**config.mk**
```make
export PLATFORM = sky130hd
export DESIGN_NAME = pwm_audio_out
export DESIGN_NICKNAME = d
export VERILOG_FILES = /design/src/rtl/pwm_audio_out_pkg.sv /design/src/rtl/mute_ramp_ctrl.sv /design/src/rtl/pwm_audio_out.sv
export SDC_FILE = /design/constraint.sdc
export NUM_CORES = 1
export LEC_CHECK = 0
export BUFFER_PORTS_ARGS = -buffer_cell sky130_fd_sc_hd__buf_4
export CAP_MARGIN = 20
export CORE_ASPECT_RATIO = 0.7
export CORE_MARGIN = 2
export CORE_UTILIZATION = 60
export CTS_BUF_LIST = sky130_fd_sc_hd__clkbuf_4
export CTS_CLUSTER_SIZE = 14
export DETAILED_ROUTE_END_ITERATION = 10
export GPL_TIMING_DRIVEN = 0
export PLACE_DENSITY = 0.78
export SYNTH_ARGS = -nofsm -noshare
export SYNTH_HDL_FRONTEND = slang
export SYNTH_SLANG_ARGS = --single-unit
```
**constraint.sdc**
```tcl
create_clock -name Clock -period 9.85 [get_ports Clock]
set_input_delay 1.97 -clock Clock [delete_from_list [all_inputs] [get_ports Clock]]
set_output_delay 1.97 -clock Clock [all_outputs]
set_load 0.01 [all_outputs]
```
**src/rtl/pwm_audio_out_pkg.sv**
```systemverilog
// Shared types and constants for the PWM audio output stage.
package pwm_audio_out_pkg;

  typedef enum logic [1:0] {
    MUTED     = 2'd0,
    RAMP_UP   = 2'd1,
    RUN       = 2'd2,
    RAMP_DOWN = 2'd3
  } ramp_state_t;

  localparam int unsigned SAMPLE_W = 8;
  localparam int unsigned MID      = 1 << (SAMPLE_W - 1);
  localparam int unsigned RAMP_MAX = (1 << SAMPLE_W) - 1;
  // Width of the signed sample offset (Sample - MID).
  localparam int unsigned OFF_W    = SAMPLE_W + 1;

endpackage

```
**src/rtl/mute_ramp_ctrl.sv**
```systemverilog
// Soft-mute ramp controller: moves a gain ceiling between 0 and full scale,
// one saturating step per PWM period, so mute/unmute never clicks.
module mute_ramp_ctrl
  import pwm_audio_out_pkg::*;
#(
  parameter int unsigned DATA_W    = SAMPLE_W,
  parameter int unsigned RAMP_STEP = 1
) (
  input  logic              Clock,
  input  logic              Reset,
  input  logic              LatchEn,
  input  logic              Enable,
  output logic [DATA_W-1:0] Ramp,
  output logic              Muted
);

  localparam logic [DATA_W:0] MAX_V  = (DATA_W + 1)'(RAMP_MAX);
  localparam logic [DATA_W:0] STEP_V = (DATA_W + 1)'(RAMP_STEP);

  ramp_state_t       state_q, state_d;
  logic [DATA_W-1:0] ramp_q, ramp_d;
  logic              muted_q, muted_d;
  logic [DATA_W:0]   up_sum;
  logic [DATA_W-1:0] ramp_up_sat, ramp_dn_sat;
  logic              go_up, go_dn;

  // Next ramp level and state; everything holds except on the latch edge.
  always_comb begin
    up_sum      = {1'b0, ramp_q} + STEP_V;
    ramp_up_sat = (up_sum >= MAX_V) ? DATA_W'(MAX_V) : up_sum[DATA_W-1:0];
    ramp_dn_sat = ({1'b0, ramp_q} <= STEP_V) ? '0 : ramp_q - STEP_V[DATA_W-1:0];
    go_up       = 1'b0;
    go_dn       = 1'b0;
    state_d     = state_q;
    ramp_d      = ramp_q;
    muted_d     = muted_q;
    if (LatchEn) begin
      case (state_q)
        MUTED:              go_up = Enable;
        RAMP_UP, RAMP_DOWN: begin
          go_up = Enable;
          go_dn = !Enable;
        end
        RUN:                go_dn = !Enable;
        default:            ;
      endcase
      // Direction reversals continue from the current level, so no jump.
      if (go_up) begin
        ramp_d  = ramp_up_sat;
        state_d = (ramp_up_sat == DATA_W'(MAX_V)) ? RUN : RAMP_UP;
      end else if (go_dn) begin
        ramp_d  = ramp_dn_sat;
        state_d = (ramp_dn_sat == '0) ? MUTED : RAMP_DOWN;
      end
      muted_d = (state_d == MUTED);
    end
  end

  // State, ramp level and registered Muted flag.
  always_ff @(posedge Clock) begin
    if (Reset) begin
      state_q <= MUTED;
      ramp_q  <= '0;
      muted_q <= 1'b1;
    end else begin
      state_q <= state_d;
      ramp_q  <= ramp_d;
      muted_q <= muted_d;
    end
  end

  assign Ramp  = ramp_q;
  assign Muted = muted_q;

endmodule

```
**src/rtl/pwm_audio_out.sv**
```systemverilog
// PWM audio output stage: once per 2^DATA_W-clock period latches a sample,
// scales it by min(Volume, mute ramp) around midscale and emits PWM.
module pwm_audio_out
  import pwm_audio_out_pkg::*;
#(
  parameter int unsigned DATA_W    = SAMPLE_W,
  parameter int unsigned RAMP_STEP = 1
) (
  input  logic              Clock,
  input  logic              Reset,
  input  logic [DATA_W-1:0] Sample,
  input  logic              Enable,
  input  logic [DATA_W-1:0] Volume,
  output logic              PwmOut,
  output logic              SampleTaken,
  output logic              Muted
);

  localparam int unsigned      PROD_W = 2 * OFF_W;
  localparam logic [DATA_W-1:0] MID_V = DATA_W'(MID);

  logic [DATA_W-1:0]        cnt_q, cnt_d;
  logic [DATA_W-1:0]        duty_q, duty_d;
  logic                     pwm_q, pwm_d;
  logic                     taken_q, taken_d;
  logic                     latch_en;
  logic [DATA_W-1:0]        ramp;
  logic [DATA_W-1:0]        gain;
  logic signed [OFF_W-1:0]  off_sample;
  logic signed [PROD_W-1:0] prod;
  logic signed [PROD_W-1:0] off_scaled;

  mute_ramp_ctrl #(
    .DATA_W    (DATA_W),
    .RAMP_STEP (RAMP_STEP)
  ) u_ramp (
    .Clock   (Clock),
    .Reset   (Reset),
    .LatchEn (latch_en),
    .Enable  (Enable),
    .Ramp    (ramp),
    .Muted   (Muted)
  );

  // Period counter, scaler and PWM comparator next-state logic.
  always_comb begin
    latch_en   = (cnt_q == '1);
    cnt_d      = cnt_q + DATA_W'(1);
    gain       = (Volume < ramp) ? Volume : ramp;
    off_sample = $signed({1'b0, Sample}) - $signed(OFF_W'(MID));
    prod       = PROD_W'(off_sample) * PROD_W'($signed({1'b0, gain}));
    // Arithmetic shift floors toward -inf, so full-scale lands on 0..254.
    off_scaled = prod >>> DATA_W;
    duty_d     = latch_en ? DATA_W'(off_scaled + PROD_W'(MID)) : duty_q;
    pwm_d      = (cnt_q < duty_q);
    taken_d    = latch_en;
  end

  // Counter, duty, PWM bit and sample-taken strobe registers.
  always_ff @(posedge Clock) begin
    if (Reset) begin
      cnt_q   <= '0;
      duty_q  <= MID_V;
      pwm_q   <= 1'b0;
      taken_q <= 1'b0;
    end else begin
      cnt_q   <= cnt_d;
      duty_q  <= duty_d;
      pwm_q   <= pwm_d;
      taken_q <= taken_d;
    end
  end

  assign PwmOut      = pwm_q;
  assign SampleTaken = taken_q;

endmodule
```
# == Word level (Yosys, flattened, before mapping) ==
# Index checks and enable logic that the tools add are counted.
# W data, S select, Z words.
# word_totals
ff_bits,29
output_inout_bits,3
# op_classes
add_sub_neg,5
multipliers,1
magnitude_cmp,4
n_eq_ne,5
mux,14
n_reduce_logical,8
# ops
op,n
$mux W8,5
$eq A8 B8 Y1 const B,2
$lt A8 B8 Y1,2
$mul A9 B9 Y16,1
$mux W2,5
$add A8 B1 Y9 const B,1
$ge A9 B8 Y1 const B,1
$sub A8 B8 Y9 const B,1
$add A8 B1 Y8 const B,1
$add A8 B8 Y8 const B,1
$le A8 B1 Y1 const B,1
$logic_not A8 Y1,1
$sub A8 B1 Y8 const B,1
$reduce_or A3 Y1,2
$eq A2 B2 Y1 const B,2
$logic_not A2 Y1,2
$mux W1,4
$eq A2 B1 Y1 const B,1
$reduce_and A2 Y1,1
$reduce_bool A2 Y1,1
$logic_not A1 Y1,1

# == Depth between registers and ports, before layout ==
# Gate-level depths: netlist of run 1.
# logic_depth
ltp_word,8
ltp_mapped,26

# == Modules after synthesis ==
# Synthesis of run 1 repeated with hierarchy kept, for this count alone.
# unflattened
hier_cells,541
area_unflattened_um2,4613.2
# modules_own_cells
mod,instances,cells_per_inst,area_per_inst_um2
pwm_audio_out,1,399,3479.6
mute_ramp_ctrl,1,142,1133.6

# == Least setup slack after synthesis of run 1 ==
# Ideal clock, no wire load.
# synth_path
path_type,input-to-reg
from,in Volume[1]
to,reg duty_q[7]
setup_time_ps,128
arrival_ps,7289
required_time_ps,9722
path_slack_ps,2434
cell_stages,23
path_buffers,1
path_cell_list,ha_1 > a2111o_1 > a31oi_4 > buf_4 > nand2_1 > o21ai_1 > nand2_1 > fa_1 > inv_1 > fa_1 > inv_1 > fa_1 > inv_1 > fa_1 > ha_1 > nand4_1 > or4b_1 > nor3_1 > mux2i_1 > o21ai_2 > o22ai_1 > xnor2_1 > o21ai_1
# synth_between
elab_chain_len,4
# synth_lines
element,line,source
from (decl),pwm_audio_out.sv:13,"input logic [DATA_W-1:0] Volume,"
$lt A8 B8 Y1,pwm_audio_out.sv:49,gain = (Volume < ramp) ? Volume : ramp;
$mux W8 *,pwm_audio_out.sv:49,
$mul A9 B9 Y16 *,pwm_audio_out.sv:51,"prod = PROD_W'(off_sample) * PROD_W'($signed({1'b0, gain}));"
$add A8 B8 Y8 *,pwm_audio_out.sv:54,duty_d = latch_en ? DATA_W'(off_scaled + PROD_W'(MID)) : duty_q;
to (signal assigned),pwm_audio_out.sv:68,duty_q <= duty_d;
to (decl),pwm_audio_out.sv:23,"logic [DATA_W-1:0] duty_q, duty_d;"
# Mark *: on every way between the ends. The rest lies on a longest branch, timed or not.
# A chain may end at the register's enable or synchronous reset.

# == Final worst setup path of run 1 ==
# Same ends and word-level chain as after synthesis.

==> results.json, run 1 <==
{
  "power_mw": 0.402,
  "drt_iter0_drc": 250,
  "switching_share_pct": 37.4,
  "crit_type": "primary input to flop",
  "finalWorstSetupSlack_ns": 2.02,
  "min_from": "duty_q[0]$_SDFFE_PP0P_",
  "leakage_nw": 2.23,
  "clock_power_share_pct": 24.0,
  "numCtsBuffers": 5,
  "cts_max_path_buffers": 2,
  "regToRegStartpoint": "u_ramp.Ramp[7]$_SDFFE_PP0P_",
  "finalSetupViolations": 0,
  "grt_pass1_wl_um": 17000,
  "h-tree-depth": 2,
  "post_cts_buffers": 0,
  "critPathLaunchType": "primary input",
  "drive_above_1_share_pct": 8.59,
  "startpoint": "Volume[1]",
  "synth_area_mm2": 0.00435,
  "vdd_ir_drop_max_v": 0.0000597,
  "slowest_stage": "or4b_1",
  "synthCells": 519,
  "start_util_pct": 63.2,
  "fmax_mhz": 128,
  "ant_nets": 0,
  "setup-tns-final_ns": 0,
  "synth-seq-cells": 29,
  "rows": 25,
  "num-nets-final": 663,
  "period_minus_slack_ns": 7.83,
  "crit_chain": "buf_4 -> ha_1 -> a2111o_1 -> a31oi_4 -> buf_4 -> nor2_1 -> a21oi_2 -> nor2b_1 -> fa_1 -> fa_1 -> inv_1 -> fa_1 -> inv_1 -> fa_1 -> ha_1 -> nand4_1 -> or4b_1 -> nor3_1 -> mux2i_1 -> o21ai_2 -> o22ai_1 -> xnor2_1 -> o21ai_1",
  "reg2reg_to": "duty_q[7]$_SDFFE_PP1P_",
  "die_y_um": 75.3,
  "synth_nets": 636,
  "dp_hpwl_um": 7750,
  "tightest_slew_ns": 0.872,
  "clk_pin_slew_ns": 0.09,
  "antennaDiodeCount": 0,
  "syn_avg_cell_area_um2": 8.38,
  "synth_warnings": 0,
  "port-buffer-count": 20,
  "synth.largest_area_cell": "fa_1",
  "cts_root_buf": "clkbuf_4",
  "finalHoldViolations": 0,
  "dp_worst_setup_slack_ns": 1.69,
  "slew_headroom_pct": 40.2,
  "via_per_inst": 5.65,
  "r2r_cells": 24,
  "critical_path_arrival_ns": 8.04,
  "grt_max_degree": 11,
  "p_int_mw": 0.252,
  "die_w_um": 106,
  "path_common_cell": "fa_1",
  "avgRoutedWirePerCell_um": 14.8,
  "max_stage_delay_ns": 0.57,
  "cts_sinks": 29,
  "yosysTopAreaCellShare_pct": 22.5,
  "yosysMostFrequentCell": "inv_1",
  "antenna_found_initial": 0,
  "clk_latency_ns": 0.33,
  "yosys-top-cells-count": "81 x inv_1, 49 x fa_1, 49 x ha_1",
  "ff2ff_setup_slack_ns": 2.93,
  "cap_violations": 0,
  "status": "finished, final reports clean",
  "rsz0062_at_grt": "no",
  "num_vias": 3620,
  "die-area_mm2": 0.00796,
  "finalClockSkew_ns": 0.00460,
  "hold_ws_ns": 0.463,
  "hold_path_class": "flop to flop",
  "core_area_mm2": 0.00688,
  "firstDrtPassIters": 4,
  "power.switching_mw": 0.150,
  "grt.total_usage_pct": 26.7,
  "num_io_pins": 22,
  "dp_cells": 633,
  "worstPathMaxFanout": 10,
  "gp_congestion": 0.920,
  "comb_power_share_pct": 46.2,
  "grt_pass1_vias": 3622,
  "critPathRequiredTime_ns": 10.06,
  "synth_edf_count": 0,
  "ctsResizeCount": 0,
  "synth-main-ff-cell": "dfxtp_1",
  "synth_area_leaders": "fa_1 23%, ha_1 14%, dfxtp_1 13%",
  "synthDistinctLibCells": 61,
  "overflow": 0,
  "period_share_pct": 79.5,
  "areaGrowthSynthToFinish_pct": 7.96,
  "tritoncts": "built",
  "seq_area_frac_synth_pct": 13.3,
  "finalWirelength_um": 9520,
  "holdPathEnd": "duty_q[0]$_SDFFE_PP0P_",
  "p_per_area_mw_per_mm2": 85.5,
  "sequentialPowerShare_pct": 29.8,
  "ctsHoldBuffers": 0,
  "synthArstFlopShare_pct": 0,
  "end_kind": "flop",
  "drcViolationCount": 0,
  "drv_slew": 0,
  "final_cells": 641,
  "hold_depth": 2
}
==> per-stage QoR <==
step	utilization, %	area (um2)
after floorplan	-	4350
after global placement	67.1	4620
after detailed placement	67.1	4620
after CTS	68.3	4700
after global routing	68.3	4700
final	68.3	4700
==> flip-flops by register name, summed over array words and instances (netlist names) <==
| name | flops |
|---|---|
| SampleTaken | 1 |
| cnt_q | 8 |
| u_ramp.Ramp | 8 |
| u_ramp.state_q | 2 |
| duty_q | 8 |
| u_ramp.Muted | 1 |
| PwmOut | 1 |
==> layout by cell type, fill, tap and decap left out, types with 4 or more instances in the layout <==
cell	Yosys	layout
a21o_1	10	10
a21oi_1	24	24
a31oi_1	5	5
and2_1	4	4
and3_1	7	7
buf_4	3	23
clkbuf_1	9	9
clkbuf_4	0	5
dfxtp_1	29	29
fa_1	49	49
ha_1	49	49
inv_1	81	81
mux2i_1	4	4
nand2_1	40	40
nand2b_1	11	11
nand3_1	11	11
nor2_1	30	30
nor2b_1	34	34
nor3_1	11	11
o21ai_0	16	16
o21ai_1	4	4
xnor2_1	18	18
xor2_1	8	8
==> power by group through the flow <==
| stage | combinational (mW) | clock [mW] | sequential, mW |
|---|---|---|---|
| finish | 0.186 | 0.0965 | 0.120 |
| floorplan | 0.142 | 0 | 0.122 |
| global route | 0.214 | 0.106 | 0.120 |
| detailed placement | 0.185 | 0 | 0.122 |
| global placement | 0.177 | 0 | 0.122 |
| CTS | 0.187 | 0.0998 | 0.120 |
==> how the worst max path moves through the flow <==
stage | to | slack [ns] | cells past startpoint
after detailed placement | duty_q[7]$_SDFFE_PP1P_ | 1.69 | 23
after CTS | duty_q[7]$_SDFFE_PP1P_ | 2.05 | 23
after global placement | duty_q[7]$_SDFFE_PP1P_ | 1.82 | 24
after global routing | duty_q[7]$_SDFFE_PP1P_ | 1.67 | 23
final | duty_q[7]$_SDFFE_PP1P_ | 2.02 | 23
after floorplan | duty_q[7]$_SDFFE_PP1P_ | 2.43 | 23
==> final cells by class <==
cell class,instances,area [um2]
Multi-Input combinational cell,392,3390
Buffer,15,71.3
Clock buffer,5,37.5
Sequential cell,29,581
Tap cell,94,118
Inverter,83,312
Timing Repair Buffer,20,150
Fill cell,562,2180
Clock inverter,3,41.3
==> metal layers <==
metal,global-route usage [%],vias up,share of wire [%]
met1,37.5,1760,48
li1,-,1761,-
met4,3.51,0,0.42
met5,0,-,0
met3,4.76,6,5.2
met2,45.0,93,46
==> logic make-up after synthesis <==
| kind of cell | Yosys count | share of synthesized area (%) |
|---|---|---|
| flops | 29 | 13.3 |
| buf+inv | 98 | 8.80 |
| compound gates | 97 | 15.2 |
| fa+ha+maj | 99 | 36.9 |
| mux | 4 | 0.920 |
| simple gates | 166 | 19.7 |
| xor+xnor | 26 | 5.23 |
==> worst max-delay path, delay by kind of cell <==
kind	cells	cell delay, ns
mux	1	0.17
buf+inv	4	0.47
compound gates	6	1.57
simple gates	5	1.09
xor+xnor	1	0.17
fa+ha+maj	6	2.58
(Power assumes the default switching activity.)
==> run 2, diff against run 1 <==
--- a/config.mk
+++ b/config.mk
@@ -5,16 +5,17 @@
 export SDC_FILE = /design/constraint.sdc
 export NUM_CORES = 1
 export LEC_CHECK = 0
+export ABC_AREA = 1
 export BUFFER_PORTS_ARGS = -buffer_cell sky130_fd_sc_hd__buf_4
 export CAP_MARGIN = 20
 export CORE_ASPECT_RATIO = 0.7
 export CORE_MARGIN = 2
-export CORE_UTILIZATION = 60
+export CORE_UTILIZATION = 59
 export CTS_BUF_LIST = sky130_fd_sc_hd__clkbuf_4
 export CTS_CLUSTER_SIZE = 14
 export DETAILED_ROUTE_END_ITERATION = 10
 export GPL_TIMING_DRIVEN = 0
-export PLACE_DENSITY = 0.78
+export PLACE_DENSITY = 0.8
 export SYNTH_ARGS = -nofsm -noshare
 export SYNTH_HDL_FRONTEND = slang
 export SYNTH_SLANG_ARGS = --single-unit
==> constraint.sdc (replaced) <==
create_clock -name Clock -period 6.94 [get_ports Clock]
set_input_delay 1.388 -clock Clock [delete_from_list [all_inputs] [get_ports Clock]]
set_output_delay 1.388 -clock Clock [all_outputs]
set_load 0.01 [all_outputs]
==> run 2 against run 1 <==
Against the previous run: power rose by 110%; critical path depth increased by 2; non-clock buffer count decreased by 7; utilization is 2.8 points lower; global-route usage up 0.32 points; clock power is 39% higher; flip-flop and latch count did not move; die area grew 3.3%; synthesized cell count increased by 19%; sequential share of layout area decreased by 0.20 points; critical path type unchanged; critical endpoint is now duty_q[6]$_SDFFE_PP0P_; largest cell class unchanged; highest routed layer unchanged.
==> results.json, run 2 <==
{
  "cts_max_path_buffers": 2,
  "multiInputGateArea_mm2": 0.00326,
  "drcViolationCount": 0,
  "crit_type": "primary input to flop",
  "synth_top_family_by_area": "adder cells",
  "syn_avg_cell_area_um2": 7.19,
  "avgRoutedWirePerCell_um": 13.9,
  "h-tree-depth": 2,
  "startpoint": "Volume[7]",
  "hold_ws_ns": 0.482,
  "via_per_inst": 5.38,
  "start_util_pct": 60.8,
  "period_share_pct": 94.1,
  "critical_path_arrival_ns": 6.78,
  "tightest_slew_ns": 0.468,
  "clock_power_share_pct": 15.5,
  "clk_latency_ns": 0.33,
  "slew_headroom_pct": 68.8,
  "sequentialPowerShare_pct": 19.6,
  "end_kind": "flop",
  "finalHoldViolations": 0,
  "mostFrequentLayoutCells": "131 x inv_1, 99 x nand2_1, 82 x nor2_1, 49 x fa_1, 49 x ha_1",
  "ant_nets": 0,
  "seq_area_frac_synth_pct": 13.1,
  "antenna_found_initial": 0,
  "finalWirelength_um": 10300,
  "p_per_area_mw_per_mm2": 181,
  "synthCells": 616,
  "synth_mux_area_share_pct": 0,
  "dp_hpwl_um": 8810,
  "grt.total_usage_pct": 27.0,
  "grt_max_degree": 11,
  "critPathRequiredTime_ns": 7.19,
  "cap_violations": 0,
  "core_area_mm2": 0.00729,
  "die_w_um": 108,
  "drv_slew": 0,
  "power.switching_mw": 0.411,
  "vdd_ir_drop_max_v": 0.000158,
  "synth_xor_area_share_pct": 3.56,
  "yosysTopAreaCellShare_pct": 22.1,
  "finalClockSkew_ns": 0.0149,
  "drt_iter0_drc": 276,
  "synth_nets": 733,
  "die-area_mm2": 0.00823,
  "comb_power_share_pct": 64.8,
  "setup-tns-final_ns": 0,
  "synth-seq-cells": 29,
  "cts_root_buf": "clkbuf_4",
  "gp_congestion": 0.888,
  "synth_area_leaders": "fa_1 22%, ha_1 14%, dfxtp_1 13%",
  "min_from": "cnt_q[0]$_SDFF_PP0_",
  "regToRegStartpoint": "u_ramp.Ramp[3]$_SDFFE_PP0P_",
  "switching_share_pct": 47.6,
  "rsz0062_at_grt": "no",
  "synth-simple-area-share_pct": 22.7,
  "yosys-top-cells-count": "131 x inv_1, 99 x nand2_1, 82 x nor2_1",
  "synthArstFlopShare_pct": 0,
  "yosys.area_share.adder_pct": 36.0,
  "num_io_pins": 22,
  "leakage_nw": 2.48,
  "post_cts_buffers": 0,
  "hold_path_class": "flop to flop",
  "grt_pass1_wl_um": 18000,
  "synth_compound_area_share_pct": 11.5,
  "clk_pin_slew_ns": 0.10,
  "finalWorstSetupSlack_ns": 0.406,
  "synth_edf_count": 0,
  "areaGrowthSynthToFinish_pct": 7.80,
  "fillCellCount": 667,
  "numCtsBuffers": 5,
  "overflow": 0,
  "antennaDiodeCount": 0,
  "num-nets-final": 760,
  "cts_sinks": 29,
  "die_y_um": 76.5,
  "seqCellArea_um2": 581,
  "rows": 26,
  "final_common_cell": "inv_1",
  "synth_area_mm2": 0.00443,
  "yosysMostFrequentCell": "inv_1",
  "power_mw": 0.864,
  "dp_worst_setup_slack_ns": -0.0321,
  "tritoncts": "built",
  "p_int_mw": 0.453,
  "drive_above_1_share_pct": 8.86,
  "synth_warnings": 0,
  "placed_cell_area_mm2": 0.00470,
  "finalSetupViolations": 0,
  "synth-main-ff-cell": "dfxtp_1",
  "fin_area_mm2": 0.00477,
  "port-buffer-count": 20,
  "critPathLaunchType": "primary input",
  "num_vias": 3985,
  "firstDrtPassIters": 5,
  "grt_pass1_vias": 4041,
  "synthDistinctLibCells": 39,
  "synth.largest_area_cell": "fa_1",
  "worstPathMaxFanout": 10,
  "status": "finished, final reports clean",
  "ctsHoldBuffers": 0,
  "period_minus_slack_ns": 6.53,
  "fmax_mhz": 153
}
-- run 2: cell count changes in the layout (fill, tap and decap cells not counted), moves of 5 or more --
cell / before / now
nor2_1: 30 / 82
a21oi_1: 24 / 42
xnor2_1: 18 / 7
clkbuf_1: 9 / 1
nand2_1: 40 / 99
a21o_1: 10 / 5
nor3_1: 11 / 5
nand2b_1: 11 / 0
nand2_2: 0 / 9
nor2b_1: 34 / 0
inv_1: 81 / 131
nand3_1: 11 / 28
and3_1: 7 / 0
o21ai_0: 16 / 21
-- run 2: worst max-delay path, stage by stage --
cell and delay [ns]:
buf_4 0.12, ha_1 0.30, a21oi_1 0.15, o21a_1 0.19
nand2_2 0.09, buf_2 0.18, nand2_1 0.07, o21ai_1 0.13
inv_1 0.23, nand2_1 0.17, fa_1 0.71, xnor2_1 0.12
ha_1 0.31, fa_1 0.48, inv_1 0.05, fa_1 0.53
inv_1 0.04, ha_1 0.35, a21oi_1 0.19, o21ai_0 0.19
a221oi_1 0.44, a21o_1 0.18, nand3_1 0.06, nand2_1 0.06
inv_1 0.03
-- run 2: routing by layer --
layer | global-route usage, % | routed length, um | vias to the layer above
li1 | - | - | 1967
met1 | 39.8 | 4870 | 1892
met5 | 0 | 0 | -
met2 | 42.2 | 4600 | 118
met4 | 3.72 | 46 | 0
met3 | 5.13 | 779 | 8
-- run 2: cells by family after synthesis --
group           after synthesis
simple gates                236
buf+inv                     146
fa+ha+maj                    98
compound gates               89
flops                        29
xor+xnor                     18
-- run 2: cell type report --
| class | instances | area share [%] |
|---|---|---|
| clock inverter | 2 | 0.734 |
| multi-input combinational | 441 | 68.3 |
| buffer | 8 | 1.39 |
| clock buffer | 5 | 0.786 |
| inverter | 138 | 10.9 |
| sequential | 29 | 12.2 |
| tap | 98 | 2.57 |
| timing repair buffer | 20 | 3.14 |
-- run 2: repair_timing --
item                                   CTS  global route
gates resized for setup                  0             1
setup endpoints to repair                0             2
endpoints found under the hold margin    0             0
-- run 2: stage by stage --
stage               std cells  utilization [%]
global route              741             65.5
CTS                       741             65.5
floorplan                 616                -
detailed placement        734             64.5
finish                    741             65.5
global placement          734             64.5
-- run 2: power groups by stage --
stage / sequential (mW) / clock, mW / combinational (mW)
2_1_floorplan: 0.173 / 0 / 0.425
3_3_place_gp: 0.173 / 0 / 0.529
3_5_place_dp: 0.173 / 0 / 0.552
4_1_cts: 0.170 / 0.137 / 0.556
5_1_grt: 0.170 / 0.146 / 0.651
6_report: 0.170 / 0.134 / 0.560
-- run 2: worst paths after layout --
path	to	slack, ns	cells past startpoint
setup / recovery	duty_q[6]$_SDFFE_PP0P_	0.41	25
hold / removal	cnt_q[0]$_SDFF_PP0_	0.48	1
setup reg to reg	duty_q[6]$_SDFFE_PP0P_	0.99	30
hold reg to reg	cnt_q[0]$_SDFF_PP0_	0.48	1
==> run 3, diff against run 2 <==
--- a/config.mk
+++ b/config.mk
@@ -8,7 +8,7 @@
 export ABC_AREA = 1
 export BUFFER_PORTS_ARGS = -buffer_cell sky130_fd_sc_hd__buf_4
 export CAP_MARGIN = 20
-export CORE_ASPECT_RATIO = 0.7
+export CORE_ASPECT_RATIO = 0.75
 export CORE_MARGIN = 2
 export CORE_UTILIZATION = 59
 export CTS_BUF_LIST = sky130_fd_sc_hd__clkbuf_4
==> run 3 against run 2 <==
Against the previous run: worst setup slack lost 0.0070 ns; sequential power about the same; fmax shrank 0.11%; power is 0.49% higher; final area rose by 0.39%; critical path depth shrank 1; global-route usage shrank 0.59 points; routed wire length shrank 2.2%; die area about the same; largest power group unchanged; highest routed layer unchanged.
==> results.json, run 3 (synthesis results as in run 2) <==
{
  "rsz0062_at_grt": "no",
  "num_vias": 3958,
  "die_y_um": 79.0,
  "start_util_pct": 60.7,
  "cap_violations": 0,
  "finalHoldViolations": 0,
  "fin_util_pct": 65.7,
  "dp_hpwl_um": 8540,
  "finalWorstSetupSlack_ns": 0.399,
  "grt.total_usage_pct": 26.4,
  "period_minus_slack_ns": 6.54,
  "num-nets-final": 760,
  "crit_type": "primary input to flop",
  "h-tree-depth": 2,
  "via_per_inst": 5.31,
  "mostFrequentLayoutCells": "131 x inv_1, 99 x nand2_1, 82 x nor2_1, 49 x ha_1, 48 x fa_1",
  "finalWirelength_um": 10100,
  "cts_root_buf": "clkbuf_4",
  "cts_sinks": 29,
  "post_cts_buffers": 0,
  "num_io_pins": 22,
  "placed_cell_area_mm2": 0.00471,
  "die_w_um": 104,
  "drcViolationCount": 0,
  "period_share_pct": 94.2,
  "grt_max_degree": 11,
  "clk_latency_ns": 0.32,
  "grt_pass1_wl_um": 17800,
  "leakage_nw": 2.48,
  "tritoncts": "built",
  "vdd_ir_drop_max_v": 0.000137,
  "drt_iter0_drc": 250,
  "avgRoutedWirePerCell_um": 13.5,
  "areaGrowthSynthToFinish_pct": 8.22,
  "ctsHoldBuffers": 0,
  "status": "finished, final reports clean",
  "gp_congestion": 0.908,
  "fmax_mhz": 153,
  "dp_worst_setup_slack_ns": -0.130,
  "drive_above_1_share_pct": 9.16,
  "fin_area_mm2": 0.00479,
  "drv_slew": 0,
  "die-area_mm2": 0.00822,
  "antenna_found_initial": 0,
  "worstPathMaxFanout": 10,
  "clk_pin_slew_ns": 0.10,
  "final_common_cell": "inv_1",
  "final_cells": 745,
  "end_kind": "flop",
  "ctsResizeCount": 0,
  "finalClockSkew_ns": 0.00737,
  "hold_path_class": "flop to flop",
  "dp_cells": 737,
  "core_area_mm2": 0.00730,
  "numCtsBuffers": 5,
  "rows": 27,
  "hold_ws_ns": 0.490,
  "critPathLaunchType": "primary input",
  "fillCellCount": 632,
  "overflow": 0,
  "critical_path_arrival_ns": 6.77,
  "p_per_area_mw_per_mm2": 181,
  "finalSetupViolations": 0,
  "ant_nets": 0,
  "cts_max_path_buffers": 2,
  "port-buffer-count": 20,
  "slew_headroom_pct": 66.5,
  "grt_pass1_vias": 3924,
  "critPathRequiredTime_ns": 7.17,
  "antennaDiodeCount": 0,
  "firstDrtPassIters": 4,
  "tightest_slew_ns": 0.502
}
[run 3: changes by cell type in the layout (fill, tap and decap cells not counted)]
cell and delta:
clkinvlp_4 +1, a221oi_2 +1, a221oi_1 -1, fa_2 +1, clkinv_2 -1, clkinv_1 +1, fa_1 -1
[run 3: where the power goes]
part | leakage [nW] | switching, mW | internal [mW]
sequential | 0.235 | 0.00147 | 0.168
combinational | 2.21 | 0.349 | 0.213
clock | 0.0389 | 0.0612 | 0.0746
total | 2.48 | 0.412 | 0.456
[run 3: final timing paths]
path | start | end | slack, ns | cells past startpoint
setup / recovery | Volume[7] | duty_q[6]$_SDFFE_PP0P_ | 0.40 | 24
hold reg to reg | duty_q[7]$_SDFFE_PP1P_ | duty_q[7]$_SDFFE_PP1P_ | 0.49 | 2
hold / removal | duty_q[7]$_SDFFE_PP1P_ | duty_q[7]$_SDFFE_PP1P_ | 0.49 | 2
setup reg to reg | u_ramp.Ramp[5]$_SDFFE_PP0P_ | duty_q[6]$_SDFFE_PP0P_ | 1.02 | 24
[run 3: cell type report]
type	count	area, um2	area share, %
repair buffers	20	150	3.13
plain buffers	8	66.3	1.38
clock buffers	5	37.5	0.783
inverters	138	519	10.8
clock inverters	3	41.3	0.861
multi-input cells	441	3270	68.3
well taps	101	126	2.64
flip-flops and latches	29	581	12.1
[run 3: metal layers]
| metal | part of all wire, % | routed length [um] | vias up | track usage [%] |
|---|---|---|---|---|
| li1 | - | - | 1965 | - |
| met1 | 48 | 4810 | 1849 | 38.3 |
| met2 | 45 | 4520 | 136 | 43.2 |
| met3 | 7.1 | 714 | 8 | 4.52 |
| met4 | 0.41 | 41 | 0 | 2.57 |
| met5 | 0 | 0 | - | 0 |
[run 3: worst max-delay path: stages]
cell	delay [ns]
buf_4	0.12
ha_1	0.30
a21oi_1	0.16
o21a_1	0.20
nand2_2	0.11
buf_2	0.19
o21ai_1	0.35
inv_1	0.23
nand2_1	0.20
fa_1	0.52
xnor2_1	0.18
ha_1	0.31
fa_1	0.49
inv_1	0.06
fa_1	0.53
inv_1	0.04
ha_1	0.35
a21oi_1	0.18
o21ai_0	0.20
a221oi_2	0.35
a21o_1	0.15
nand3_1	0.05
nand2_1	0.06
inv_1	0.03
[run 3: per-stage QoR]
step | power [mW] | TNS [ns]
finish | 0.868 | 0
global route | 0.964 | 0
CTS | 0.863 | 0
detailed placement | 0.724 | -0.149
global placement | 0.704 | 0
floorplan | 0.598 | 0
